--- src/rtl/fetch_pkg.sv ---
// Shared types for the instruction fetch unit.
//   fetch_state_e : controller states
//   fetch_entry_t : one queued instruction word with its fetch PC
//   PC_STEP       : byte increment between sequential fetches
//   CNT_W         : width of occupancy counters (covers depths up to 8)
package fetch_pkg;

    typedef enum logic [1:0] {
        IDLE  = 2'd0,
        FETCH = 2'd1,
        FLUSH = 2'd2
    } fetch_state_e;

    typedef struct packed {
        logic [31:0] instr;
        logic [31:0] pc;
    } fetch_entry_t;

    localparam logic [31:0] PC_STEP = 32'd4;
    localparam int          CNT_W   = 4;

endpackage

--- src/rtl/instr_fetch_unit_if.sv ---
// Bus bundle between the fetch unit, instruction memory and instruction queue.
//   mem_req_valid/mem_req_ready/mem_addr : read request channel
//   mem_resp_valid/mem_resp_data         : in-order read response channel
//   instr_in/is_enqueue/enq_pc           : push side of the instruction queue
//   queue_full                           : queue backpressure
// master = fetch unit side, slave = memory/queue side.
interface instr_fetch_unit_if;
    logic        mem_req_valid;
    logic        mem_req_ready;
    logic [31:0] mem_addr;
    logic        mem_resp_valid;
    logic [31:0] mem_resp_data;
    logic        queue_full;
    logic [31:0] instr_in;
    logic        is_enqueue;
    logic [31:0] enq_pc;

    modport master (
        output mem_req_valid, mem_addr, instr_in, is_enqueue, enq_pc,
        input  mem_req_ready, mem_resp_valid, mem_resp_data, queue_full
    );

    modport slave (
        input  mem_req_valid, mem_addr, instr_in, is_enqueue, enq_pc,
        output mem_req_ready, mem_resp_valid, mem_resp_data, queue_full
    );
endinterface

--- src/rtl/fetch_buffer.sv ---
// Synchronous FIFO of fetch_entry_t with a flush that empties it in one cycle.
//   clk, rst : clock, synchronous active-high reset
//   push/wdata, pop/rdata : write and read sides; rdata is the current head
//   flush    : discard all entries (wins over push/pop)
//   count, empty : occupancy
module fetch_buffer
    import fetch_pkg::*;
#(
    parameter int DEPTH = 2
) (
    input  logic             clk,
    input  logic             rst,
    input  logic             push,
    input  logic             pop,
    input  logic             flush,
    input  fetch_entry_t     wdata,
    output fetch_entry_t     rdata,
    output logic [CNT_W-1:0] count,
    output logic             empty
);
    localparam int                PTR_W    = (DEPTH > 1) ? $clog2(DEPTH) : 1;
    localparam logic [PTR_W-1:0]  LAST     = PTR_W'(DEPTH - 1);
    localparam logic [CNT_W-1:0]  FULL_CNT = CNT_W'(DEPTH);

    fetch_entry_t     mem_q [DEPTH];
    fetch_entry_t     mem_d [DEPTH];
    logic [PTR_W-1:0] wr_ptr_q, wr_ptr_d;
    logic [PTR_W-1:0] rd_ptr_q, rd_ptr_d;
    logic [CNT_W-1:0] count_q, count_d;
    logic             do_push, do_pop;

    function automatic logic [PTR_W-1:0] ptr_inc(input logic [PTR_W-1:0] p);
        return (p == LAST) ? '0 : p + 1'b1;
    endfunction

    always_comb begin
        mem_d    = mem_q;
        wr_ptr_d = wr_ptr_q;
        rd_ptr_d = rd_ptr_q;
        count_d  = count_q;
        do_pop   = pop && (count_q != '0);
        // A full FIFO still accepts a push when the head leaves in the same cycle.
        do_push  = push && ((count_q != FULL_CNT) || do_pop);
        if (flush) begin
            wr_ptr_d = '0;
            rd_ptr_d = '0;
            count_d  = '0;
        end else begin
            if (do_push) begin
                mem_d[wr_ptr_q] = wdata;
                wr_ptr_d        = ptr_inc(wr_ptr_q);
            end
            if (do_pop) begin
                rd_ptr_d = ptr_inc(rd_ptr_q);
            end
            case ({do_push, do_pop})
                2'b10:   count_d = count_q + 1'b1;
                2'b01:   count_d = count_q - 1'b1;
                default: count_d = count_q;
            endcase
        end
    end

    always_ff @(posedge clk) begin
        if (rst) begin
            mem_q    <= '{default: '0};
            wr_ptr_q <= '0;
            rd_ptr_q <= '0;
            count_q  <= '0;
        end else begin
            mem_q    <= mem_d;
            wr_ptr_q <= wr_ptr_d;
            rd_ptr_q <= rd_ptr_d;
            count_q  <= count_d;
        end
    end

    assign rdata = mem_q[rd_ptr_q];
    assign count = count_q;
    assign empty = (count_q == '0);

endmodule

--- src/rtl/instr_fetch_unit.sv ---
// Instruction fetch unit: generates sequential PCs, issues word reads to
// instruction memory and pushes returned words into the instruction queue.
//   clk, rst      : clock, synchronous active-high reset
//   fetch_en      : allows new requests (in-flight ones still complete)
//   branch_valid  : redirect; branch_target gives the new PC (low bits dropped)
//   busy          : requests in flight or words waiting to be enqueued
//   bus (master)  : memory request/response and queue push signals
//
// state | meaning
// IDLE  | out of reset, waiting for the first fetch_en
// FETCH | issuing requests, collecting responses, enqueueing
// FLUSH | redirect pending; dropping stale responses until none are in flight
module instr_fetch_unit
    import fetch_pkg::*;
#(
    parameter logic [31:0] RESET_PC        = 32'h0000_0000,
    parameter int          MAX_OUTSTANDING = 2
) (
    input  logic                       clk,
    input  logic                       rst,
    input  logic                       fetch_en,
    input  logic                       branch_valid,
    input  logic [31:0]                branch_target,
    output logic                       busy,
    instr_fetch_unit_if.master         bus
);
    localparam logic [CNT_W:0] CREDIT_LIM = (CNT_W + 1)'(MAX_OUTSTANDING);
    localparam logic [31:0]    PC_INIT    = RESET_PC & ~32'h3;

    fetch_state_e     state_q, state_d;
    logic [31:0]      pc_q, pc_d;
    logic [31:0]      target_q, target_d;
    logic [CNT_W-1:0] outstanding_q, outstanding_d;

    logic             req_valid, accept, resp, credit_ok, enq;
    logic [31:0]      branch_pc;
    logic             tag_pop, buf_push;
    fetch_entry_t     tag_wdata, tag_rdata, buf_wdata, buf_rdata;
    logic [CNT_W-1:0] tag_count, buf_count;
    logic             tag_empty, buf_empty;

    fetch_buffer #(.DEPTH(MAX_OUTSTANDING)) u_tag_fifo (
        .clk   (clk),
        .rst   (rst),
        .push  (accept),
        .pop   (tag_pop),
        .flush (branch_valid),
        .wdata (tag_wdata),
        .rdata (tag_rdata),
        .count (tag_count),
        .empty (tag_empty)
    );

    fetch_buffer #(.DEPTH(MAX_OUTSTANDING)) u_resp_buf (
        .clk   (clk),
        .rst   (rst),
        .push  (buf_push),
        .pop   (enq),
        .flush (branch_valid),
        .wdata (buf_wdata),
        .rdata (buf_rdata),
        .count (buf_count),
        .empty (buf_empty)
    );

    always_comb begin
        branch_pc = branch_target & ~32'h3;
        // Credits cover both in-flight requests and words parked in the buffer,
        // so a response always has a buffer slot waiting for it.
        credit_ok = ({1'b0, outstanding_q} + {1'b0, buf_count}) < CREDIT_LIM;
        req_valid = (state_q == FETCH) && fetch_en && !branch_valid && credit_ok;
        accept    = req_valid && bus.mem_req_ready;
        resp      = bus.mem_resp_valid && (outstanding_q != '0);

        tag_wdata       = '0;
        tag_wdata.pc    = pc_q;
        // Responses only survive in FETCH without a redirect this cycle.
        tag_pop         = resp && !tag_empty && (state_q == FETCH) && !branch_valid;
        buf_push        = tag_pop;
        buf_wdata       = tag_rdata;
        buf_wdata.instr = bus.mem_resp_data;

        enq = !buf_empty && !bus.queue_full && (state_q != FLUSH) && !branch_valid;
    end

    always_comb begin
        state_d       = state_q;
        pc_d          = pc_q;
        target_d      = target_q;
        outstanding_d = outstanding_q;

        if (accept && !resp) begin
            outstanding_d = outstanding_q + 1'b1;
        end else if (!accept && resp) begin
            outstanding_d = outstanding_q - 1'b1;
        end

        case (state_q)
            IDLE: begin
                if (branch_valid) pc_d = branch_pc;
                if (fetch_en)     state_d = FETCH;
            end
            FETCH: begin
                if (accept) pc_d = pc_q + PC_STEP;
                if (branch_valid) begin
                    if (outstanding_d != '0) begin
                        state_d  = FLUSH;
                        target_d = branch_pc;
                    end else begin
                        pc_d = branch_pc;
                    end
                end
            end
            FLUSH: begin
                if (branch_valid) target_d = branch_pc;
                if (outstanding_d == '0) begin
                    state_d = FETCH;
                    pc_d    = branch_valid ? branch_pc : target_q;
                end
            end
            default: state_d = IDLE;
        endcase
    end

    always_ff @(posedge clk) begin
        if (rst) begin
            state_q       <= IDLE;
            pc_q          <= PC_INIT;
            target_q      <= PC_INIT;
            outstanding_q <= '0;
        end else begin
            state_q       <= state_d;
            pc_q          <= pc_d;
            target_q      <= target_d;
            outstanding_q <= outstanding_d;
        end
    end

    assign bus.mem_req_valid = req_valid;
    assign bus.mem_addr      = pc_q;
    assign bus.is_enqueue    = enq;
    assign bus.instr_in      = buf_empty ? '0 : buf_rdata.instr;
    assign bus.enq_pc        = buf_empty ? '0 : buf_rdata.pc;
    // The tag FIFO never holds more than outstanding_q, so it adds nothing here
    // in practice; it is folded in so any tracked request keeps the unit busy.
    assign busy = (outstanding_q != '0) || !buf_empty || (tag_count != '0);

endmodule

--- src/flat_wrapper.sv ---
// flat-port wrapper written by rule: the top's interface ports become plain ports
module instr_fetch_unit_flat import fetch_pkg::*;
#(
    parameter logic [31:0] RESET_PC        = 32'h0000_0000,
    parameter int          MAX_OUTSTANDING = 2
)
  (clk, rst, fetch_en, branch_valid, branch_target, busy, bus_mem_req_valid, bus_mem_addr, bus_instr_in, bus_is_enqueue, bus_enq_pc, bus_mem_req_ready, bus_mem_resp_valid, bus_mem_resp_data, bus_queue_full);
  instr_fetch_unit_if bus_i ();
  input  logic clk;
  input  logic rst;
  input  logic fetch_en;
  input  logic branch_valid;
  input  logic [31:0] branch_target;
  output logic busy;
  output wire logic [$bits(bus_i.mem_req_valid)-1:0] bus_mem_req_valid;
  output wire logic [$bits(bus_i.mem_addr)-1:0] bus_mem_addr;
  output wire logic [$bits(bus_i.instr_in)-1:0] bus_instr_in;
  output wire logic [$bits(bus_i.is_enqueue)-1:0] bus_is_enqueue;
  output wire logic [$bits(bus_i.enq_pc)-1:0] bus_enq_pc;
  input wire logic [$bits(bus_i.mem_req_ready)-1:0] bus_mem_req_ready;
  input wire logic [$bits(bus_i.mem_resp_valid)-1:0] bus_mem_resp_valid;
  input wire logic [$bits(bus_i.mem_resp_data)-1:0] bus_mem_resp_data;
  input wire logic [$bits(bus_i.queue_full)-1:0] bus_queue_full;
  assign bus_mem_req_valid = bus_i.mem_req_valid;
  assign bus_mem_addr = bus_i.mem_addr;
  assign bus_instr_in = bus_i.instr_in;
  assign bus_is_enqueue = bus_i.is_enqueue;
  assign bus_enq_pc = bus_i.enq_pc;
  assign bus_i.mem_req_ready = bus_mem_req_ready;
  assign bus_i.mem_resp_valid = bus_mem_resp_valid;
  assign bus_i.mem_resp_data = bus_mem_resp_data;
  assign bus_i.queue_full = bus_queue_full;
  instr_fetch_unit #(.RESET_PC(RESET_PC), .MAX_OUTSTANDING(MAX_OUTSTANDING)) u_core (.clk(clk), .rst(rst), .fetch_en(fetch_en), .branch_valid(branch_valid), .branch_target(branch_target), .busy(busy), .bus(bus_i));
endmodule
--- config.mk ---
export PLATFORM = sky130hd
export DESIGN_NAME = instr_fetch_unit_flat
export DESIGN_NICKNAME = d
export VERILOG_FILES = /design/src/rtl/fetch_pkg.sv /design/src/rtl/instr_fetch_unit_if.sv /design/src/rtl/fetch_buffer.sv /design/src/rtl/instr_fetch_unit.sv /design/src/flat_wrapper.sv
export SDC_FILE = /design/constraint.sdc
export NUM_CORES = 1
export LEC_CHECK = 0
export ABC_AREA = 1
export BUFFER_PORTS_ARGS = -buffer_cell sky130_fd_sc_hd__buf_4
export CORE_MARGIN = 3
export CORE_UTILIZATION = 41
export DETAILED_ROUTE_END_ITERATION = 10
export PLACE_DENSITY_LB_ADDON = 0.25
export SLEW_MARGIN = 10
export SYNTH_ARGS = -nofsm -noshare
export SYNTH_HDL_FRONTEND = slang
export SYNTH_SLANG_ARGS = --single-unit
--- constraint.sdc ---
create_clock -name clk -period 7.7 [get_ports clk]
set_input_delay 1.54 -clock clk [delete_from_list [all_inputs] [get_ports clk]]
set_output_delay 1.54 -clock clk [all_outputs]
set_load 0.01 [all_outputs]
== Word level (Yosys, flattened, before mapping) ==
Cells that the tools add are included.
W data, S select, Z words.

* Bitwise gates (word level): 5
* Order comparisons: 7
* Equality and inequality tests: 14
* Mux-type cells: 37
* Reductions and logical operators: 47
* Add/sub/neg operators: 12

{| class="wikitable"
|+ Operators with widths
! cell !! count
|-
| $mux W32 || 13
|-
| $mux W64 || 5
|-
| $bwmux W128 || 2
|-
| $demux W64 S1 || 2
|-
| $pmux W32 S3 || 1
|-
| $pmux W32 S2 || 1
|-
| $add A32 B3 Y32 const B || 1
|-
| $logic_and A1 B1 Y1 || 19
|-
| $pmux W4 S2 || 2
|-
| $reduce_bool A4 Y1 || 4
|-
| $add A4 B1 Y4 const B || 3
|-
| $logic_not A4 Y1 || 3
|-
| $sub A4 B1 Y4 const B || 3
|-
| $ne A2 B2 Y1 const B || 5
|-
| $ge A2 B2 Y1 const B || 4
|-
| $mux W2 || 4
|-
| $mux W4 || 2
|-
| $ne A4 B2 Y1 const B || 2
|-
| $not A1 Y2 || 4
|-
| $eq A2 B1 Y1 const B || 3
|-
| $eq A2 B2 Y1 const B || 3
|-
| $logic_not A1 Y1 || 6
|-
| $pmux W2 S3 || 1
|-
| $reduce_and A3 Y1 || 2
|-
| other kinds (14) || 27
|}

* Word-level logic and storage cells: 140
* Output and inout port bits: 99
* Bits in registers: 338
* Input bits: 71

== Logic depth before layout (Yosys ltp) ==
* Depth in word-level cells: 13
* Mapped depth: 22

== Hierarchy ==
A second synthesis with hierarchy kept.

* Cells, all modules: 2,884
* Area total of the unflattened synthesis: 18,152.4 um^2

{| class="wikitable"
|+ Modules (own cells, without submodules)
! module !! area an instance (um^2) !! seq. area each (um^2) !! cells each !! instances
|-
| fetch_buffer || 6,040.8 || 2,682.6 || 897 || 2
|-
| instr_fetch_unit || 6,070.8 || 1,401.3 || 1,090 || 1
|}

== Worst setup path before layout ==
No wires, ideal clock.

* Kind: input -> output
* Start point: input port branch_valid
* End point: output port bus_mem_req_valid
* Buffers on the path: 1
* Setup slack: 4.075 ns
* Arrival time: 2.085 ns
* Stages: 4
* Cells stage by stage: buf_2 > nor2_4 > nand3_1 > nor2_2

* Word-level cells in the longest chain between the ends: 3

{| class="wikitable"
|+ RTL lines
! item !! RTL line !! RTL
|-
| start: declaration || flat_wrapper.sv:12 || <nowiki>input logic branch_valid;</nowiki>
|-
| $logic_not A1 Y1 || instr_fetch_unit.sv:71 || <nowiki>req_valid = (state_q == FETCH) && fetch_en && !branch_valid && credit_ok;</nowiki>
|-
| $logic_and A1 B1 Y1 (2 in series) || instr_fetch_unit.sv:71 ||
|-
| end: declaration || flat_wrapper.sv:15 || <nowiki>output wire logic [$bits(bus_i.mem_req_valid)-1:0] bus_mem_req_valid;</nowiki>
|}

No other way between the ends.

== Worst setup path after layout ==
* Start point: input port branch_valid
* End point: register u_core.target_q[5]

* Word-level cells in the longest chain between the ends: 11

{| class="wikitable"
|+ RTL lines
! item !! RTL line !! RTL
|-
| $logic_not A1 Y1 || instr_fetch_unit.sv:71 ||
|-
| $logic_and A1 B1 Y1 (2 in series) || instr_fetch_unit.sv:71 ||
|-
| $logic_and A1 B1 Y1 || instr_fetch_unit.sv:72 || <nowiki>accept = req_valid && bus.mem_req_ready;</nowiki>
|-
| $logic_not A1 Y1 || instr_fetch_unit.sv:94 || <nowiki>end else if (!accept && resp) begin</nowiki>
|-
| $logic_and A1 B1 Y1 || instr_fetch_unit.sv:94 ||
|-
| $mux W4 || instr_fetch_unit.sv:94 ||
|-
| $mux W4 || instr_fetch_unit.sv:92 || <nowiki>if (accept && !resp) begin</nowiki>
|-
| $reduce_bool A4 Y1 || instr_fetch_unit.sv:106 || <nowiki>if (outstanding_d != '0) begin</nowiki>
|-
| $ne A2 B2 Y1 (no line) || - ||
|-
| $reduce_and A3 Y1 (no line) || - ||
|-
| end signal: assignment || instr_fetch_unit.sv:134 || <nowiki>target_q <= target_d;</nowiki>
|-
| end: declaration || instr_fetch_unit.sv:32 || <nowiki>logic [31:0] target_q, target_d;</nowiki>
|}

Several ways; a longest one is shown, not always the timed one.
A chain may end at the register's enable or synchronous reset.

==> summary.md <==
| Metric | Value |
|---|---|
| # resized after CTS | `0` |
| Clk root buf | `clkbuf_16` |
| Slew margin rel. | `29.2%` |
| CTS tree | `built` |
| Die H | `192 µm` |
| Gr ovfl total | `0` |
| Pre-CTS WS | `2560 ps` |
| Achievable Freq | `0.216 GHz` |
| Setup_tns | `0 ps` |
| Share of the synthesized area in the top cell type | `38.8%` |
| H-Tree Depth | `1` |
| Worst Hold Class | `flip-flop to flip-flop` |
| Layout area overhead | `16.4%` |
| Clk_lat worst skew | `550 ps` |
| #FFs+latches synth | `274` |
| Largest net degree at the start of global routing | `157` |
| Final Critical Period | `4620 ps` |
| Final GP Congestion | `0.846` |
| Initial Utilization | `41.9%` |
| Setup crit end kind | `flip-flop` |
| Final WL | `38.1 mm` |
| Core area | `0.0338 mm²` |
| DR vias | `13600` |
| Final-stage net count | `2311` |
| Final Max Tran Viols | `0` |
| Yosys top cell by area | `dfxtp_1` |
| Fillers | `3466` |
| DRC violations left | `0` |
| Post-synthesis sequential area ratio | `38.8%` |
| Vias in the first global route | `12300` |
| Clk sinks | `274` |
| Least-Margin Pin Slew | `1060 ps` |
| Cell Rows | `67` |
| Post CTS Setup Buffer Count | `0` |
| WL/cell | `14.2 µm` |
| Total CTS buffers | `31` |
| Worst-path clk slew | `60 ps` |
| Initial antenna violation count | `0` |
| Setup ws final | `3080 ps` |
| # hold bufs at CTS | `0` |
| Status | `finished clean` |
| Req. time, crit path | `8180 ps` |
| Library cells used by synthesis | `35` |
| Crit path kind | `primary input to flip-flop` |
| Pwr dens | `308 mW/mm²` |
| Startpoint types | `primary input` |
| Share of cells above drive strength 1 | `11.6%` |
| Die W | `192 µm` |
| Endpoints failing setup | `0` |
| Crit share post-route | `60.0%` |
| Crit path DAT | `5100 ps` |
| First-pass GRT wire length | `61.9 mm` |
| 1st-iter DRT viols | `989` |
| Peak VDD IR | `0.215 mV` |
| Synthesized instance count | `2155` |
| Drt first pass iters | `5` |
| I/O Buffers | `167` |
| Antenna diodes | `0` |
| Max cap viols | `0` |
| Ports | `170` |
| Sequential cell area | `0.00549 mm²` |
| Unrepaired setup endpoints after global routing | `false` |
| Leakage | `7.00 nW` |
| GR Util All Layers | `20.0%` |
| Worst Clk Skew | `13.8 ps` |
| Avg Cell Area, Syn | `6.57 µm²` |
| Yosys warnings | `0` |
| Ranking of synthesized cells by area | `dfxtp_1, o21ai_0, a21oi_1, nand2_1, inv_1` |
| Crit-path max FO | `60` |
| Detailed Place HPWL | `24.4 mm` |
| Hold Fails Final Rpt | `0` |
| DRT antenna net count | `0` |
| Synth Cell Area | `0.0141 mm²` |
| Synthesized Nets | `2244` |
| Clk buf depth | `3` |
| Multi-input logic area | `0.00685 mm²` |
| Vias per cell | `5.05` |
| Die footprint | `0.0368 mm²` |
[where the power goes]
| group | internal, W | switching (W) | total (W) |
|---|---|---|---|
| clock | 0.000857 | 0.000578 | 0.00143 |
| sequential | 0.00160 | 0.000255 | 0.00185 |
| combinational | 0.000615 | 0.00117 | 0.00179 |
[critical path, cell delays in order]
cell     delay (ps)
buf_4           260
nor2_4          190
nand2_1          70
nor2_2           90
nand3_2         310
inv_1           620
nand3_1         170
nand2_1         160
nor2_4           30
buf_4           240
nand3_1         130
nand3_1         140
inv_2           730
o21ai_0         190
a21oi_1         160
[metal layers]
metal / part of all wire [%] / track usage [%] / wire length (µm) / vias to the layer above
li1: - / - / - / 7083
met1: 48 / 28.8 / 18400 / 6108
met2: 44 / 31.9 / 16700 / 342
met5: 0 / 0 / 0 / -
met4: 1.6 / 4.29 / 623 / 0
met3: 6.2 / 2.79 / 2360 / 49
[cells in the final DEF, fill, tap and decap left out, types with 2 or more instances in the layout]
master     Yosys  final
nand2_1      366    366
o21ai_0      354    354
inv_1        320    319
a21oi_1      301    301
dfxtp_1      274    272
buf_4          1    181
nor2_1       147    147
nand3_1       76     75
clkbuf_16      0     31
nand4_1       26     26
xor2_1        23     23
o21ai_1       23     23
nor3_1        18     18
a211oi_1      16     16
ha_1          15     15
or2_2         11     11
xnor2_1       10     10
clkbuf_1     115      8
clkbuf_8       0      6
clkinv_2       0      5
inv_2          3      4
nor2_2         4      4
nand2_2        3      3
fa_1           3      3
nor4_1         2      2
nor2_4         2      2
nand3_2        2      2
bufinv_16      0      2
[cell families (layout without fill, tap and decap cells)]
| logic type | after synthesis | count (layout) | share of synthesized area, % |
|---|---|---|---|
| AO/OA/AOI/OAI | 698 | 698 | 25.1 |
| AND/OR/NAND/NOR | 659 | 659 | 19.4 |
| buffers and inverters | 472 | 559 | 12.9 |
| flip-flops | 274 | 274 | 38.8 |
| XOR/XNOR | 33 | 33 | 2.04 |
| adder cells (fa/ha/maj) | 18 | 18 | 1.75 |
| multiplexers | 1 | 1 | 0.0707 |
[state kept, by name, indices dropped and copies added (netlist names)]
name and flops:
u_core.bus.mem_addr 32, u_core.target_q 32, u_core.outstanding_q 4, u_core.u_resp_buf.mem_q 128, u_core.u_resp_buf.count 4, u_core.u_tag_fifo.count 4, u_core.u_tag_fifo.wr_ptr_q 1, u_core.u_tag_fifo.rd_ptr_q 1
u_core.u_tag_fifo.mem_q 64, u_core.state_q 2, u_core.u_resp_buf.wr_ptr_q 1, u_core.u_resp_buf.rd_ptr_q 1
[path summary, 6_finish.rpt]
check                           slack [ps]  cells after the start                          end                   startpoint
worst max-delay path                  3080                     15           u_core.target_q[5]                 branch_valid
worst min-delay path                   440                      2  u_core.u_resp_buf.mem_q[33]  u_core.u_resp_buf.mem_q[33]
worst max register to register        3160                     17           u_core.target_q[5]   u_core.u_resp_buf.count[1]
worst min register to register         440                      2  u_core.u_resp_buf.mem_q[33]  u_core.u_resp_buf.mem_q[33]
[cell type report]
type / instances / share of cell area, %
timing repair buffer: 182 / 8.32
tap: 448 / 3.40
multi-input combinational: 1409 / 41.6
sequential: 274 / 33.3
clock inverter: 8 / 0.562
clock buffer: 45 / 5.39
inverter: 324 / 7.40
[Yosys cell counts]
master,n
nand3_2,2
nor2_4,2
ha_1,15
buf_6,4
inv_2,3
fa_1,3
nand4_1,26
or2_1,1
o21ai_1,23
nand3_1,76
a21oi_1,301
buf_2,19
buf_1,9
nor3_1,18
nor2_1,147
xor2_1,23
a21boi_1,1
dfxtp_1,274
a211oi_1,16
o21bai_1,1
nor3_2,1
nor4_1,2
nor2_2,4
nand2_1,366
clkinv_1,1
or2_2,11
inv_1,320
nand2_2,3
mux2i_1,1
clkbuf_1,115
a21oi_2,1
o21ai_2,1
o21ai_0,354
xnor2_1,10
buf_4,1
[through the flow]
stage	util, %	std cells	total power, W	cell area (µm²)	hold slack (ps)
after detailed placement	45.8	2637	0.00365	15500	437
after floorplan	-	2155	0.00311	14100	422
after global placement	45.8	2637	0.00361	15500	432
after CTS	48.7	2690	0.00509	16500	446
after global routing	48.8	2690	0.00543	16500	457
final	48.8	2690	0.00507	16500	442
(Power assumes the default switching activity.)
